### src/rtl/sm3_msg_ctrl.sv
// SM3 message controller: packs a big-endian word stream into 512-bit blocks,
// appends SM3 padding and the 64-bit length, and chains sm3_core compressions.
module sm3_msg_ctrl #(
  parameter logic [255:0] IV = 256'h7380166f_4914b2b9_172442d7_da8a0600_a96f30bc_163138aa_e38dee4d_b0fb0e4e
) (
  input  logic         i_clk,
  input  logic         i_rst_n,
  input  logic         i_init,
  input  logic         i_valid,
  output logic         o_ready,
  input  logic [31:0]  i_data,
  input  logic         i_last,
  input  logic [1:0]   i_last_bytes,
  output logic         o_core_start,
  output logic [511:0] o_core_data,
  output logic [255:0] o_core_vin,
  input  logic [255:0] i_core_vout,
  input  logic         i_core_done,
  output logic [255:0] o_digest,
  output logic         o_digest_valid,
  output logic         o_busy
);

  typedef enum logic [2:0] {IDLE, LOAD, HASH, PAD1, PAD2, DONE} state_t;

  state_t       state, state_nxt;
  state_t       after, after_nxt;
  logic [511:0] blk;
  logic [255:0] chain;
  logic [63:0]  bitcnt;
  logic [3:0]   idx;
  logic [6:0]   nbytes;
  logic         start_q;
  logic [255:0] digest;

  logic         accept;
  logic         init_ok;
  logic [2:0]   wbytes;
  logic [6:0]   n_now;
  logic [3:0]   wsel;

  // Final block: 0x80 right after the message bytes, zeros after it, and the
  // length in the last 8 bytes only when it still fits (n <= 55).
  function automatic logic [511:0] pad1_blk(input logic [511:0] b,
                                            input logic [6:0]   n,
                                            input logic [63:0]  len);
    logic [511:0] r;
    logic [6:0]   kb;
    r = b;
    for (int k = 0; k < 64; k++) begin
      kb = 7'(k);
      if (kb == n)
        r[511-8*k -: 8] = 8'h80;
      else if (kb > n)
        r[511-8*k -: 8] = 8'h00;
    end
    if (n <= 7'd55)
      r[63:0] = len;
    return r;
  endfunction

  function automatic logic [511:0] pad2_blk(input logic       mark,
                                            input logic [63:0] len);
    logic [511:0] r;
    r = '0;
    if (mark)
      r[511:504] = 8'h80;
    r[63:0] = len;
    return r;
  endfunction

  assign o_ready        = (state == LOAD);
  assign accept         = o_ready & i_valid;
  assign init_ok        = i_init && ((state == IDLE) || (state == DONE));
  assign wbytes         = (i_last && (i_last_bytes != 2'd0)) ? {1'b0, i_last_bytes} : 3'd4;
  assign n_now          = {1'b0, idx, 2'b00} + {4'd0, wbytes};
  assign wsel           = 4'd15 - idx;

  assign o_core_start   = start_q;
  assign o_core_data    = blk;
  assign o_core_vin     = chain;
  assign o_digest       = digest;
  assign o_digest_valid = (state == DONE);
  assign o_busy         = (state != IDLE) && (state != DONE);

  // after_nxt records where HASH returns once the core reports done.
  always_comb begin
    state_nxt = state;
    after_nxt = after;
    case (state)
      IDLE: if (i_init) state_nxt = LOAD;
      DONE: state_nxt = i_init ? LOAD : IDLE;
      LOAD: begin
        if (accept) begin
          if (i_last) begin
            if (n_now == 7'd64) begin
              state_nxt = HASH;
              after_nxt = PAD2;
            end else begin
              state_nxt = PAD1;
            end
          end else if (idx == 4'd15) begin
            state_nxt = HASH;
            after_nxt = LOAD;
          end
        end
      end
      PAD1: begin
        state_nxt = HASH;
        after_nxt = (nbytes <= 7'd55) ? DONE : PAD2;
      end
      PAD2: begin
        state_nxt = HASH;
        after_nxt = DONE;
      end
      HASH: if (i_core_done) state_nxt = after;
      default: state_nxt = IDLE;
    endcase
  end

  always_ff @(posedge i_clk or negedge i_rst_n) begin
    if (!i_rst_n) begin
      state   <= IDLE;
      after   <= IDLE;
      blk     <= '0;
      chain   <= '0;
      bitcnt  <= '0;
      idx     <= '0;
      nbytes  <= '0;
      start_q <= 1'b0;
      digest  <= '0;
    end else begin
      state   <= state_nxt;
      after   <= after_nxt;
      start_q <= (state_nxt == HASH) && (state != HASH);
      if (init_ok) begin
        chain  <= IV;
        bitcnt <= '0;
        idx    <= '0;
        nbytes <= '0;
      end
      if (accept) begin
        blk[{wsel, 5'b0} +: 32] <= i_data;
        bitcnt <= bitcnt + {58'd0, wbytes, 3'd0};
        idx    <= idx + 4'd1;
        if (i_last)
          nbytes <= n_now;
      end
      if (state == PAD1)
        blk <= pad1_blk(blk, nbytes, bitcnt);
      if (state == PAD2)
        blk <= pad2_blk(nbytes == 7'd64, bitcnt);
      // Block and chaining value stay frozen for the whole HASH state.
      if ((state == HASH) && i_core_done) begin
        chain <= i_core_vout;
        idx   <= '0;
        if (after == DONE)
          digest <= i_core_vout;
      end
    end
  end

endmodule

### config.mk
export PLATFORM = sky130hd
export DESIGN_NAME = sm3_msg_ctrl
export DESIGN_NICKNAME = d
export VERILOG_FILES = /design/src/rtl/sm3_msg_ctrl.sv
export SDC_FILE = /design/constraint.sdc
export NUM_CORES = 2
export LEC_CHECK = 0
export ABC_AREA = 1
export BUFFER_PORTS_ARGS = -buffer_cell sky130_fd_sc_hd__clkbuf_2
export CAP_MARGIN = 30
export CORE_AREA = 2 2 519 521
export CTS_BUF_LIST = sky130_fd_sc_hd__clkbuf_4
export CTS_CLUSTER_SIZE = 28
export DETAILED_ROUTE_END_ITERATION = 16
export DIE_AREA = 0 0 521 523
export SYNTH_ARGS = -nofsm -noshare
export SYNTH_HDL_FRONTEND = slang
export SYNTH_SLANG_ARGS = --single-unit
### constraint.sdc
create_clock -name i_clk -period 6.2 [get_ports i_clk]
set_input_delay 1.24 -clock i_clk [delete_from_list [all_inputs] [get_ports i_clk]]
set_output_delay 1.24 -clock i_clk [all_outputs]
set_load 0.01 [all_outputs]
==> metrics.md <==
| Metric | Value |
|---|---|
| CTS Sinks | 1102 |
| DRT Pass-1 Iters | 6 |
| Die Area | 272000 um2 |
| Total gr overflow | 0 |
| Worst-skew pair later-pin latency | 1.29 ns |
| Synthesis-to-finish area growth | 30.4% |
| Area fraction in compound gates after synthesis | 10.2% |
| Setup crit end kind | flop |
| Max-slew headroom | 27.8% |
| Cts bufs inserted | 319 |
| First-pass GRT wire length | 397 mm |
| Largest family of logic cells by synthesized area | simple AND/OR/NAND/NOR gates |
| CP arrival | 4.95 ns |
| Vias in the first global route | 47400 |
| Synthesis Warnings | 0 |
| Core Area | 267000 um2 |
| CTS resizes | 0 |
| Reg area | 27600 um2 |
| Power density over cell area | 446 nW/um2 |
| Clock transition at path regs | 0.06 ns |
| Synthesized cell area | 48600 um2 |
| #FFs+latches synth | 1102 |
| Fin area | 63400 um2 |
| Fill count | 29900 |
| Vias post-DR | 49300 |
| Critical Path RT | 7.34 ns |
| Post-synthesis sequential area ratio | 56.7% |
| Initial DRC Count | 4492 |
| Layout cells sized above 1 | 26.8% |
| Fin. Hold Viols | 0 |
| Post-Synth XOR/XNOR Area | 0.0900% |
| DP HPWL | 238 mm |
| Min cycle time layout | 3.81 ns |
| Clk_skew | 0.110 ns |
| Die width | 521 um |
| Setup TNS | 0 ns |
| Fraction of the cycle the final worst path needs | 61.4% |
| Vias/cell | 4.41 |
| Fin Hold WS | 0.226 ns |
| Sequential Power Share | 37.0% |
| Hold path depth | 3 |
| DRC violations left | 0 |
| GP Congestion | 0.972 |
| Min-delay src | i_core_vout[182] |
| Initial Util | 18.2% |
| Cell count after synthesis | 5919 |
| Setup-failing EPs final | 0 |
| Detailed Route WL | 297 mm |
| Clk network pwr share | 24.7% |
| VDD IR max | 0.335 mV |
| Synth Area in Simple Gates | 25.9% |
| Synth async-reset ratio | 100% |
| Post-synthesis mux area share | 0.0206% |
| Largest net degree at the start of global routing | 188 |
| P_leak | 0.0327 uW |
| Syn Nets | 6224 |
| Netlist cell types | 46 |
| Reg2reg start | state[2]$_DFF_PN0_ |
| Htree depth | 5 |
| Combinational share of power | 38.3% |
| Setup CP Type | reg -> reg |
| Cell Rows | 190 |
| Sw Ratio | 45.4% |
| CP Launch Type | flop |
| Nets | 7679 |
| Reg2reg path depth | 10 |
| Avg Synthesized Cell Area | 8.22 um2 |
| Max_cap viols | 0 |
| Avg WL per Cell | 26.6 um |
| Area taken by multi-input logic gates | 17800 um2 |
| Int Pwr | 15400 uW |
| Post-synth EDFFs | 0 |
| Synth Area in Adders | 0.247% |
| Worst slew pin tran | 1.08 ns |
| Status | finished, final reports clean |
| Antenna violations before repair | 90 |
| Port Buffers | 1323 |
| GRT Total Usage | 21.0% |
| Worst Path Max Fanout | 39 |
| NetSw | 12900 uW |
| Die Y | 523 um |
| I/O pin count | 1324 |
| Max Clk Rate | 263 MHz |
| Hold WC Path Type | in -> reg |
| CTS tree | yes |
| Max Root-Sink Buffers | 4 |
| RSZ-0062 raised after global routing | false |
| Ys flop type | dfrtp_1 |
| Root Buffer | clkbuf_4 |
| ANT nets after route | 0 |
| Cell area after placement | 59300 um2 |
| Hold Path Sink | o_core_vin[182]$_DFFE_PN0P_ |
| Max-slew violations | 0 |
| Reg2Reg Setup Slack | 2.39 ns |
| RR Endpoint | o_core_data[380]$_DFFE_PN0P_ |
## power groups by stage
stage	combinational, uW	clock, uW	sequential, uW
after floorplan	4190	0	11200
after CTS	10900	7170	10400
final	10800	6990	10500
after detailed placement	10900	0	10500
after global placement	10800	0	10500
after global routing	11500	7570	10700
## worst max path at each step
stage | startpoint | endpoint | slack (ns) | depth (start not counted)
2_1_floorplan | i_last | bitcnt[51]$_DFFE_PN0P_ | 2.90 | 12
3_3_place_gp | i_core_done | o_core_vin[247]$_DFFE_PN0P_ | 2.44 | 8
3_5_place_dp | i_core_done | o_core_vin[253]$_DFFE_PN0P_ | 2.35 | 8
4_1_cts | state[1]$_DFF_PN0_ | o_busy | 2.37 | 7
5_1_grt | state[2]$_DFF_PN0_ | o_core_data[380]$_DFFE_PN0P_ | 2.17 | 10
6_report | state[2]$_DFF_PN0_ | o_core_data[380]$_DFFE_PN0P_ | 2.39 | 10
## cell usage after synthesis (2+ instances only)
cell | n | area share (%)
nand2_1 | 1909 | 15
dfrtp_1 | 1102 | 57
o21ai_0 | 629 | 6.5
inv_1 | 521 | 4.0
nor2_1 | 473 | 3.6
nand3_1 | 404 | 4.2
a21oi_1 | 153 | 1.6
clkbuf_1 | 146 | 1.1
nand4_1 | 107 | 1.4
o21ai_1 | 106 | 1.1
buf_2 | 105 | 1.1
nor3_1 | 39 | 0.40
inv_2 | 24 | 0.19
nor2_2 | 22 | 0.28
o22ai_1 | 21 | 0.27
nand2_2 | 20 | 0.26
o2111ai_1 | 19 | 0.34
nor2_4 | 16 | 0.37
buf_4 | 12 | 0.19
buf_1 | 11 | 0.085
nand3_2 | 11 | 0.23
ha_1 | 8 | 0.21
buf_6 | 6 | 0.14
o21a_1 | 6 | 0.093
clkinv_1 | 5 | 0.039
o21ai_2 | 5 | 0.090
and2_1 | 4 | 0.051
nand3_4 | 4 | 0.14
xor2_1 | 4 | 0.072
a21oi_2 | 3 | 0.054
a21oi_4 | 3 | 0.10
nand2_4 | 3 | 0.069
nand3b_1 | 3 | 0.046
nor4_1 | 2 | 0.026
o211ai_1 | 2 | 0.031
## through the flow
stage	util (%)	instances	setup WS, ns	power (uW)
after floorplan	-	5919	2.90	15400
after global placement	22.2	10600	2.44	21300
after detailed placement	22.2	10600	2.35	21400
after CTS	23.7	11200	2.37	28500
after global routing	23.7	11200	2.17	29800
final	23.8	11200	2.39	28300
## layout by cell type, fill, tap and decap left out, types with 4 or more instances in the layout
cell,Yosys,routed
inv_1,521,520
nor2_1,473,469
inv_6,0,10
nor2_4,16,20
and2_1,4,4
o21ai_2,5,5
o21ai_1,106,106
nand2_2,20,20
o22ai_1,21,21
clkinv_1,5,53
clkbuf_2,1,1322
nand2_1,1909,1908
nand3_4,4,5
ha_1,8,8
clkinv_2,0,15
clkbuf_4,0,460
diode_2,0,39
o21ai_0,629,629
buf_4,12,76
nand2_4,3,4
o21a_1,6,6
inv_2,24,26
nor3_1,39,39
dfrtp_1,1102,1102
xor2_1,4,4
nor2_2,22,22
a21oi_1,153,153
nand3_2,11,12
clkinvlp_4,0,4
nand4_1,107,107
o2111ai_1,19,19
buf_12,0,11
nand3_1,404,402
## registers in the layout, summed over array words and instances, names as in the netlist
register	flops
o_core_data	512
o_core_vin	256
o_digest	256
bitcnt	61
nbytes	7
idx	4
state	3
after	2
o_core_start	1
## worst max-delay path, cell delays in order, from the launching register on
cell and delay, ns:
dfrtp_1 0.56, nor2_2 0.12, nand2_1 0.08, buf_4 0.48
nand2_4 0.10, inv_4 0.42, buf_4 0.39, nand2_1 0.53
nand2_1 0.78, nand2_1 0.12, o21ai_1 0.10
## layer usage
layer	global-route usage, %	up-vias	share of wire (%)
met5	0	-	0.13
met4	15.3	60	8.4
met3	6.34	768	8.9
met2	35.8	2763	48
met1	22.0	23600	34
li1	-	22100	-
## layout make-up
| type | instances | share of cell area [%] |
|---|---|---|
| diodes | 39 | 0.154 |
| clock buffers | 460 | 5.44 |
| clock inverters | 87 | 0.775 |
| inverters | 551 | 3.28 |
| multi-input cells | 3985 | 28.0 |
| flip-flops and latches | 1102 | 43.5 |
| well taps | 3552 | 7.01 |
| repair buffers | 1415 | 11.8 |
## cells by family (layout without fill, tap and decap cells)
family,after synthesis,count (layout)
muxes,1,1
buffers and inverters,832,2513
adders and majority gates,9,9
other,0,39
xor gates and xnor gates,5,5
DFF,1102,1102
AOI/OAI and AO/OA,951,951
and+or+nand+nor,3019,3019
## timing repair
action / 4_1_cts / 5_1_grt
hold buffers: 2 / 0
hold endpoints to repair: 49 / 0
buffers inserted: 0 / 0
Note: power is estimated with default switching activity, not from simulation.
